==> config.mk <==
export PLATFORM = sky130hd
export DESIGN_NAME = md5_hex_digest_streamer
export DESIGN_NICKNAME = d
export VERILOG_FILES = /design/src/rtl/md5_pkg.sv /design/src/rtl/md5_nibble_to_ascii.sv /design/src/rtl/md5_hex_digest_streamer.sv
export SDC_FILE = /design/constraint.sdc
export NUM_CORES = 2
export LEC_CHECK = 0
export ABC_AREA = 0
export CAP_MARGIN = 20
export CORE_AREA = 5 5 401 403
export CTS_CLUSTER_DIAMETER = 120
export DETAILED_ROUTE_END_ITERATION = 16
export DIE_AREA = 0 0 406 408
export MAX_ROUTING_LAYER = met4
export SLEW_MARGIN = 20
export SYNTH_ARGS = -nofsm -noshare
export SYNTH_HDL_FRONTEND = slang
export SYNTH_SLANG_ARGS = --single-unit
==> constraint.sdc <==
create_clock -name i_clk -period 43.3 [get_ports i_clk]
set_input_delay 8.66 -clock i_clk [delete_from_list [all_inputs] [get_ports i_clk]]
set_output_delay 8.66 -clock i_clk [all_outputs]
set_load 0.01 [all_outputs]
==> src/rtl/md5_pkg.sv <==
// Shared definitions for the MD5 hex digest streamer: FSM states and ASCII constants.
package md5_pkg;

  localparam int RESULT_W = 1024;

  localparam logic [7:0] CH_0  = 8'h30;
  localparam logic [7:0] CH_LA = 8'h61;
  localparam logic [7:0] CH_UA = 8'h41;
  localparam logic [7:0] CH_NL = 8'h0A;

  typedef enum logic [2:0] {
    IDLE = 3'd0,
    HI   = 3'd1,
    LO   = 3'd2,
    NL   = 3'd3,
    DONE = 3'd4
  } state_t;

endpackage

==> src/rtl/md5_nibble_to_ascii.sv <==
// Converts one 4-bit value into its ASCII hex digit.
module md5_nibble_to_ascii
  import md5_pkg::*;
#(
  parameter bit UPPERCASE = 1'b0
) (
  input  logic [3:0] i_nibble,
  output logic [7:0] o_char
);

  logic [7:0] w_alpha_base;

  assign w_alpha_base = UPPERCASE ? CH_UA : CH_LA;

  // digits 0-9 map from '0', digits 10-15 map from 'a' or 'A'
  always_comb begin
    if (i_nibble < 4'd10) begin
      o_char = CH_0 + {4'b0000, i_nibble};
    end else begin
      o_char = w_alpha_base + {4'b0000, i_nibble} - 8'd10;
    end
  end

endmodule

==> src/rtl/md5_hex_digest_streamer.sv <==
// Streams a latched digest as ASCII hex characters over a valid/ready byte interface.
//
//  state | meaning
//  IDLE  | waiting for start
//  HI    | presenting high nibble of current byte
//  LO    | presenting low nibble of current byte
//  NL    | presenting line-feed terminator
//  DONE  | one-cycle completion pulse
module md5_hex_digest_streamer
  import md5_pkg::*;
#(
  parameter int MAX_BYTES = 128,
  parameter bit UPPERCASE = 1'b0,
  parameter bit APPEND_NL = 1'b1
) (
  input  logic                i_clk,
  input  logic                i_rst,
  input  logic                i_start,
  input  logic [RESULT_W-1:0] i_result,
  input  logic [7:0]          i_result_len,
  output logic                o_char_valid,
  output logic [7:0]          o_char_data,
  input  logic                i_char_ready,
  output logic                o_busy,
  output logic                o_done
);

  state_t              r_state;
  state_t              w_next;
  logic [RESULT_W-1:0] r_result;
  logic [7:0]          r_len;
  logic [7:0]          r_idx;
  logic [7:0]          r_byte;
  logic [7:0]          w_len_clamped;
  logic [7:0]          w_next_byte;
  logic [3:0]          w_nibble;
  logic [7:0]          w_hex_char;
  logic                w_accept;
  logic                w_xfer;
  logic                w_last;

  assign w_len_clamped = (i_result_len > 8'(MAX_BYTES)) ? 8'(MAX_BYTES) : i_result_len;
  assign w_accept      = (r_state == IDLE) && i_start;
  assign w_xfer        = o_char_valid && i_char_ready;
  assign w_last        = (r_idx == r_len - 8'd1);
  // r_byte always holds the byte at r_idx, so the next one is fetched as idx advances
  assign w_next_byte   = 8'(r_result >> {r_idx + 8'd1, 3'b000});
  assign w_nibble      = (r_state == LO) ? r_byte[3:0] : r_byte[7:4];

  md5_nibble_to_ascii #(
    .UPPERCASE(UPPERCASE)
  ) u_nib (
    .i_nibble(w_nibble),
    .o_char  (w_hex_char)
  );

  // latch digest and length on start, step the byte index after each low nibble
  always_ff @(posedge i_clk or posedge i_rst) begin
    if (i_rst) begin
      r_result <= '0;
      r_len    <= '0;
      r_idx    <= '0;
      r_byte   <= '0;
    end else if (w_accept) begin
      r_result <= i_result;
      r_len    <= w_len_clamped;
      r_idx    <= '0;
      r_byte   <= i_result[7:0];
    end else if ((r_state == LO) && w_xfer && !w_last) begin
      r_idx    <= r_idx + 8'd1;
      r_byte   <= w_next_byte;
    end
  end

  // state register
  always_ff @(posedge i_clk or posedge i_rst) begin
    if (i_rst) begin
      r_state <= IDLE;
    end else begin
      r_state <= w_next;
    end
  end

  // next-state logic; every character state holds until its handshake
  always_comb begin
    w_next = r_state;
    case (r_state)
      IDLE: begin
        if (i_start) begin
          if (w_len_clamped != 8'd0) w_next = HI;
          else if (APPEND_NL)        w_next = NL;
          else                       w_next = DONE;
        end
      end
      HI: if (w_xfer) w_next = LO;
      LO: begin
        if (w_xfer) begin
          if (!w_last)        w_next = HI;
          else if (APPEND_NL) w_next = NL;
          else                w_next = DONE;
        end
      end
      NL:      if (w_xfer) w_next = DONE;
      DONE:    w_next = IDLE;
      default: w_next = IDLE;
    endcase
  end

  // outputs decoded purely from state so reset drops them immediately
  always_comb begin
    o_char_valid = 1'b0;
    o_char_data  = 8'h00;
    o_busy       = 1'b0;
    o_done       = 1'b0;
    case (r_state)
      HI, LO: begin
        o_char_valid = 1'b1;
        o_char_data  = w_hex_char;
        o_busy       = 1'b1;
      end
      NL: begin
        o_char_valid = 1'b1;
        o_char_data  = CH_NL;
        o_busy       = 1'b1;
      end
      DONE:    o_done = 1'b1;
      default: ;
    endcase
  end

endmodule

Yosys cells after proc, flatten, opt, wreduce, memory -nomap -nowiden:

Cells that the tools add are included.

* register bits after elaboration: 1051
* input port bits: 1036
* output and inout port bits: 11
* word-level logic and storage cells: 50

* $add $sub $neg: 5
* order comparisons: 2
* equal/unequal tests: 9
* shift-type cells: 1
* multiplexer cells: 17
* reduce and logical (&&, ||, !) cells: 11

Operators with widths (number)
* $shr A1024 B11 Y8: 1
* $mux W8: 6
* $pmux W8 S2: 1
* $mux W3: 4
* $pmux W3 S4: 1
* $add A7 B4 Y8 const A: 1
* $add A8 B1 Y8 const B: 1
* $eq A8 B8 Y1: 1
* $gt A8 B8 Y1 const B: 1
* $ne A2 B2 Y1 const B: 4
* $reduce_bool A8 Y1: 1
* $sub A8 B1 Y8 const B: 1
* $sub A8 B4 Y8 const B: 1
* $add A6 B4 Y7 const A: 1
* $eq A3 B2 Y1 const B: 2
* $logic_and A1 B1 Y1: 4
* $lt A4 B4 Y1 const B: 1
* $mux W2: 2
* $mux W4: 1
* $reduce_and A4 Y1: 1
* $eq A3 B1 Y1 const B: 1
* $eq A3 B3 Y1 const B: 1
* $logic_not A3 Y1: 1
* $reduce_or A3 Y1: 1
* 4 further kinds: 5

Longest topological paths before layout:

* depth after elaboration: 8
* mapped depth: 12
* depth with buffers taken out: 9

Modules after synthesis:

From an unflattened synthesis, not the netlist that was laid out.

* cells, all modules: 5263
* area total of the unflattened synthesis: 48176.2 um^2

Modules (own cells, without submodules)
* md5_hex_digest_streamer: instances 1, cells an instance 5246, area an instance 48053.6 um^2, sequential area each 26300.2 um^2
* md5_nibble_to_ascii: instances 1, cells an instance 17, area an instance 122.6 um^2, sequential area each 0.0 um^2

Least setup slack after synthesis:

OpenSTA, ideal clock, no wires.

* path type: flip-flop to output port
* start point: register r_state[2]
* end point: output o_char_data[3]
* data arrival time: 1.992 ns
* required time: 34.640 ns
* path slack: 32.648 ns
* cell stages (with the launch flop): 7
* path buffers: 0
* path through: dfrtp_1 > nor3b_1 > mux2i_1 > inv_1 > and3_1 > maj3_1 > and2_1

* longest elaborated chain between the ends: 6
* elaborated cells between the ends (all ways): 11
* those cells by class: 3 x add/sub; 1 x order compare; 3 x eq/ne; 3 x mux; 1 x reduce/logical

RTL lines
* start: declaration: RTL line md5_hex_digest_streamer.sv:28 `state_t r_state;`
* start signal: assignment: RTL line md5_hex_digest_streamer.sv:80 `r_state <= w_next;`
* $eq A3 B2 Y1: RTL line md5_hex_digest_streamer.sv:48, md5_hex_digest_streamer.sv:115
* $mux W4: RTL line md5_hex_digest_streamer.sv:48 `assign w_nibble = (r_state == LO) ? r_byte[3:0] : r_byte[7:4];`
* $add A7 B4 Y8: RTL line md5_nibble_to_ascii.sv:20 `o_char = w_alpha_base + {4'b0000, i_nibble} - 8'd10;`
* $sub A8 B4 Y8: RTL line md5_nibble_to_ascii.sv:20
* $mux W8: RTL line md5_nibble_to_ascii.sv:17 `if (i_nibble < 4'd10) begin`
* $pmux W8 S2 *: RTL line md5_hex_digest_streamer.sv:115 `case (r_state)`
* end: declaration: RTL line md5_hex_digest_streamer.sv:22 `output logic [7:0] o_char_data,`

Every way passes the cells marked *; elsewhere a longest branch is shown, timed or not.

Worst setup path after layout:

* start point: register r_state[1]
* end point: output o_char_data[4]

The elaborated chain is that of the path after synthesis.

==> metrics.txt <==
Non-Filler Instances between 8000 and 9000; fill cell count approximately 16000; clk sinks between 1000 and 1500; Iteration-0 DRC Markers about 3600; Yosys reg bits 1051; clk slew on worst S/H paths 0.06 ns; syn nets between 6000 and 7000; DRC Markers 0; Crit Path Max Fanout 11; worst hold path class reg2reg; RSZ-0062 raised after global routing false; vias between 40000 and 50000; r2r startpoint r_idx[0]$_DFFE_PP0P_; Crit Path Class reg2out; most common cell in the netlist nand2_1; deepest clock path buffer count 3; RePlAce Congestion 0.866; first drt pass iteration count 6; final critical-path required period 12.80 ns; initial core utilization 0.307; Req. time, crit path 34.64 ns; EDFF count, synth 0; number of max-cap violations 0; final WL between 150 and 200 mm; Arr. time, crit path 4.14 ns; Worst Hold Depth 2; Core Area between 150000 and 200000 um2; Worst-Margin Slew roughly 1.1 ns; RR Endpoint r_byte[6]$_DFFE_PP0P_; Main synth FF type dfrtp_1; fin crit share 0.296; Cells after DPL ~8200; area grow syn2layout 34.5%; first-pass GRT wire length 279 mm; CTS tree yes; outcome completed; register area share after synthesis 0.546; largest net degree at the start of global routing 240; YS warnings 0; synthesized cell area approximately 48000 um2; Critical Path Start Type flip-flop; Max Slew Vio Count 0; Die Wd about 410 um; I/O pin count 1047; Max Freq between 70 and 80 MHz; Cell Rows 146; H-tree levels 3; Clock Skews 0.0669 ns; Hold Path End r_result[409]$_DFFE_PP0P_; relative slew slack 0.233; CP Capture Type primary output; maximum vdd drop ~0.043 mV; Port Buf Inserts between 1000 and 1500; Commonest cells post-synth 3367 x nand2_1, 1051 x dfrtp_1, 249 x clkbuf_1; Placement Setup Slack roughly 30 ns; Pleak roughly 31 nW; Die H about 400 um; Setup WS post-layout around 31 ns; Power Density 72.1 nW/um2; Async SR Flop Fraction 1.00; vias in the first global route 41900; total negative slack 0 ns; Final #Nets ~7300; post-route antenna net violation count 0; Yosys cell types just over 60; Final Hold Viols 0; antenna violations before repair 73; CTS Hold Buffers Added 0; Cells after Synth 5399; Resize count post-CTS 0; FF-to-FF setup slack 37.02 ns; post-synth top area share 0.546; drt wl/cell around 23 um; worst hold start r_result[409]$_DFFE_PP0P_; syn_area_per_cell 8.93 um2; dominant cell type by area after synthesis dfrtp_1; CTS buffer count 119; dpl hpwl roughly 140 mm; Worst-Skew Late Latency 0.76 ns; number of setup violations in the final report 0; share of layout cells above drive strength 1 0.0807; total global routing overflow 0; total track usage 0.233; synth top area cells dfrtp_1 55%, nand2_1 26%, mux4_2 10%; # Post-CTS Setup Buffers 0; Reg2Reg Depth 10; Die Area 166000 um2; drt via density between 4 and 5; clock root buffer clkbuf_16
## final cells by class
type,instances,area [um2],area share
multi-input combinational,3996,20600,0.318
tap,2072,2590,0.0400
timing repair buffer,1103,11000,0.170
clock inverter,52,659,0.0102
antenna,63,158,0.00243
sequential,1051,26300,0.406
inverter,9,41.3,0.000637
clock buffer,168,3450,0.0532
## sequential cells by signal (all words and copies together), names as in the netlist
name / count
r_byte: 8
r_idx: 8
r_state: 3
r_len: 8
r_result: 1024
## cells by family after synthesis
logic type,count (synthesis),share of synthesized area
compound gates,153,0.0224
other cells,1,0.0000778
simple gates,3551,0.284
mux,268,0.114
fa+ha+maj,4,0.000987
buf+inv,352,0.0295
xor+xnor,19,0.00400
flops,1051,0.546
## worst max-delay path, cell delays in order, from the launching register on
cell and delay, ns:
dfrtp_1 0.57, nor3b_1 0.23, buf_4 0.22, mux2i_1 0.67
a21oi_1 0.36, a21oi_1 0.68, clkdlybuf4s50_1 0.68
## power by group
part / switching, mW / leakage [nW] / internal (mW)
Combinational: 1.10 / 15.9 / 0.819
Sequential: 0.260 / 13.1 / 1.44
Clock: 0.440 / 2.02 / 0.607
Total: 1.80 / 31.0 / 2.87
## placed cells by master (no fill, tap or decap), types with 20 or more instances in the layout
master	count
nand2_1	3367
mux2i_1	43
clkdlybuf4s50_1	1045
nand3_1	85
a21oi_1	35
clkbuf_16	119
clkinv_2	27
clkbuf_1	20
mux4_2	224
diode_2	63
clkbuf_8	29
a31oi_1	24
buf_4	47
dfrtp_1	1050
## through the flow
stage               total power [mW]  utilization  hold WS, ns  area [um2]
floorplan                       2.96            -        0.440       48200
global placement                3.62        0.385        0.452       60500
detailed placement              3.66        0.385        0.457       60500
CTS                             4.73        0.411        0.472       64600
global route                    4.99        0.413        0.475       64800
finish                          4.67        0.413        0.466       64800
## how the worst max path moves through the flow
stage                                start                   endpoint  slack (ns)  depth (start not counted)
detailed placement                 i_start   r_result[21]$_DFFE_PP0P_       30.18                          7
floorplan                            i_rst      r_byte[0]$_DFFE_PP0P_        5.06                          1
finish              r_state[1]$_DFFE_PP0P_             o_char_data[4]       30.50                          6
CTS                 r_state[1]$_DFFE_PP0P_             o_char_data[4]       30.23                          6
global route        r_state[1]$_DFFE_PP0P_             o_char_data[4]       30.05                          6
global placement                   i_start  r_result[922]$_DFFE_PP0P_       30.27                          7
## metal layers
layer / vias up / wire length [um] / GRT usage / share of wire
met5: - / 0 / - / 0
met4: 0 / 6140 / 0.0755 / 0.032
met3: 274 / 12600 / 0.0474 / 0.065
met2: 1388 / 95200 / 0.381 / 0.49
met1: 20300 / 79100 / 0.290 / 0.41
li1: 19100 / - / - / -
(Power assumes the default switching activity.)
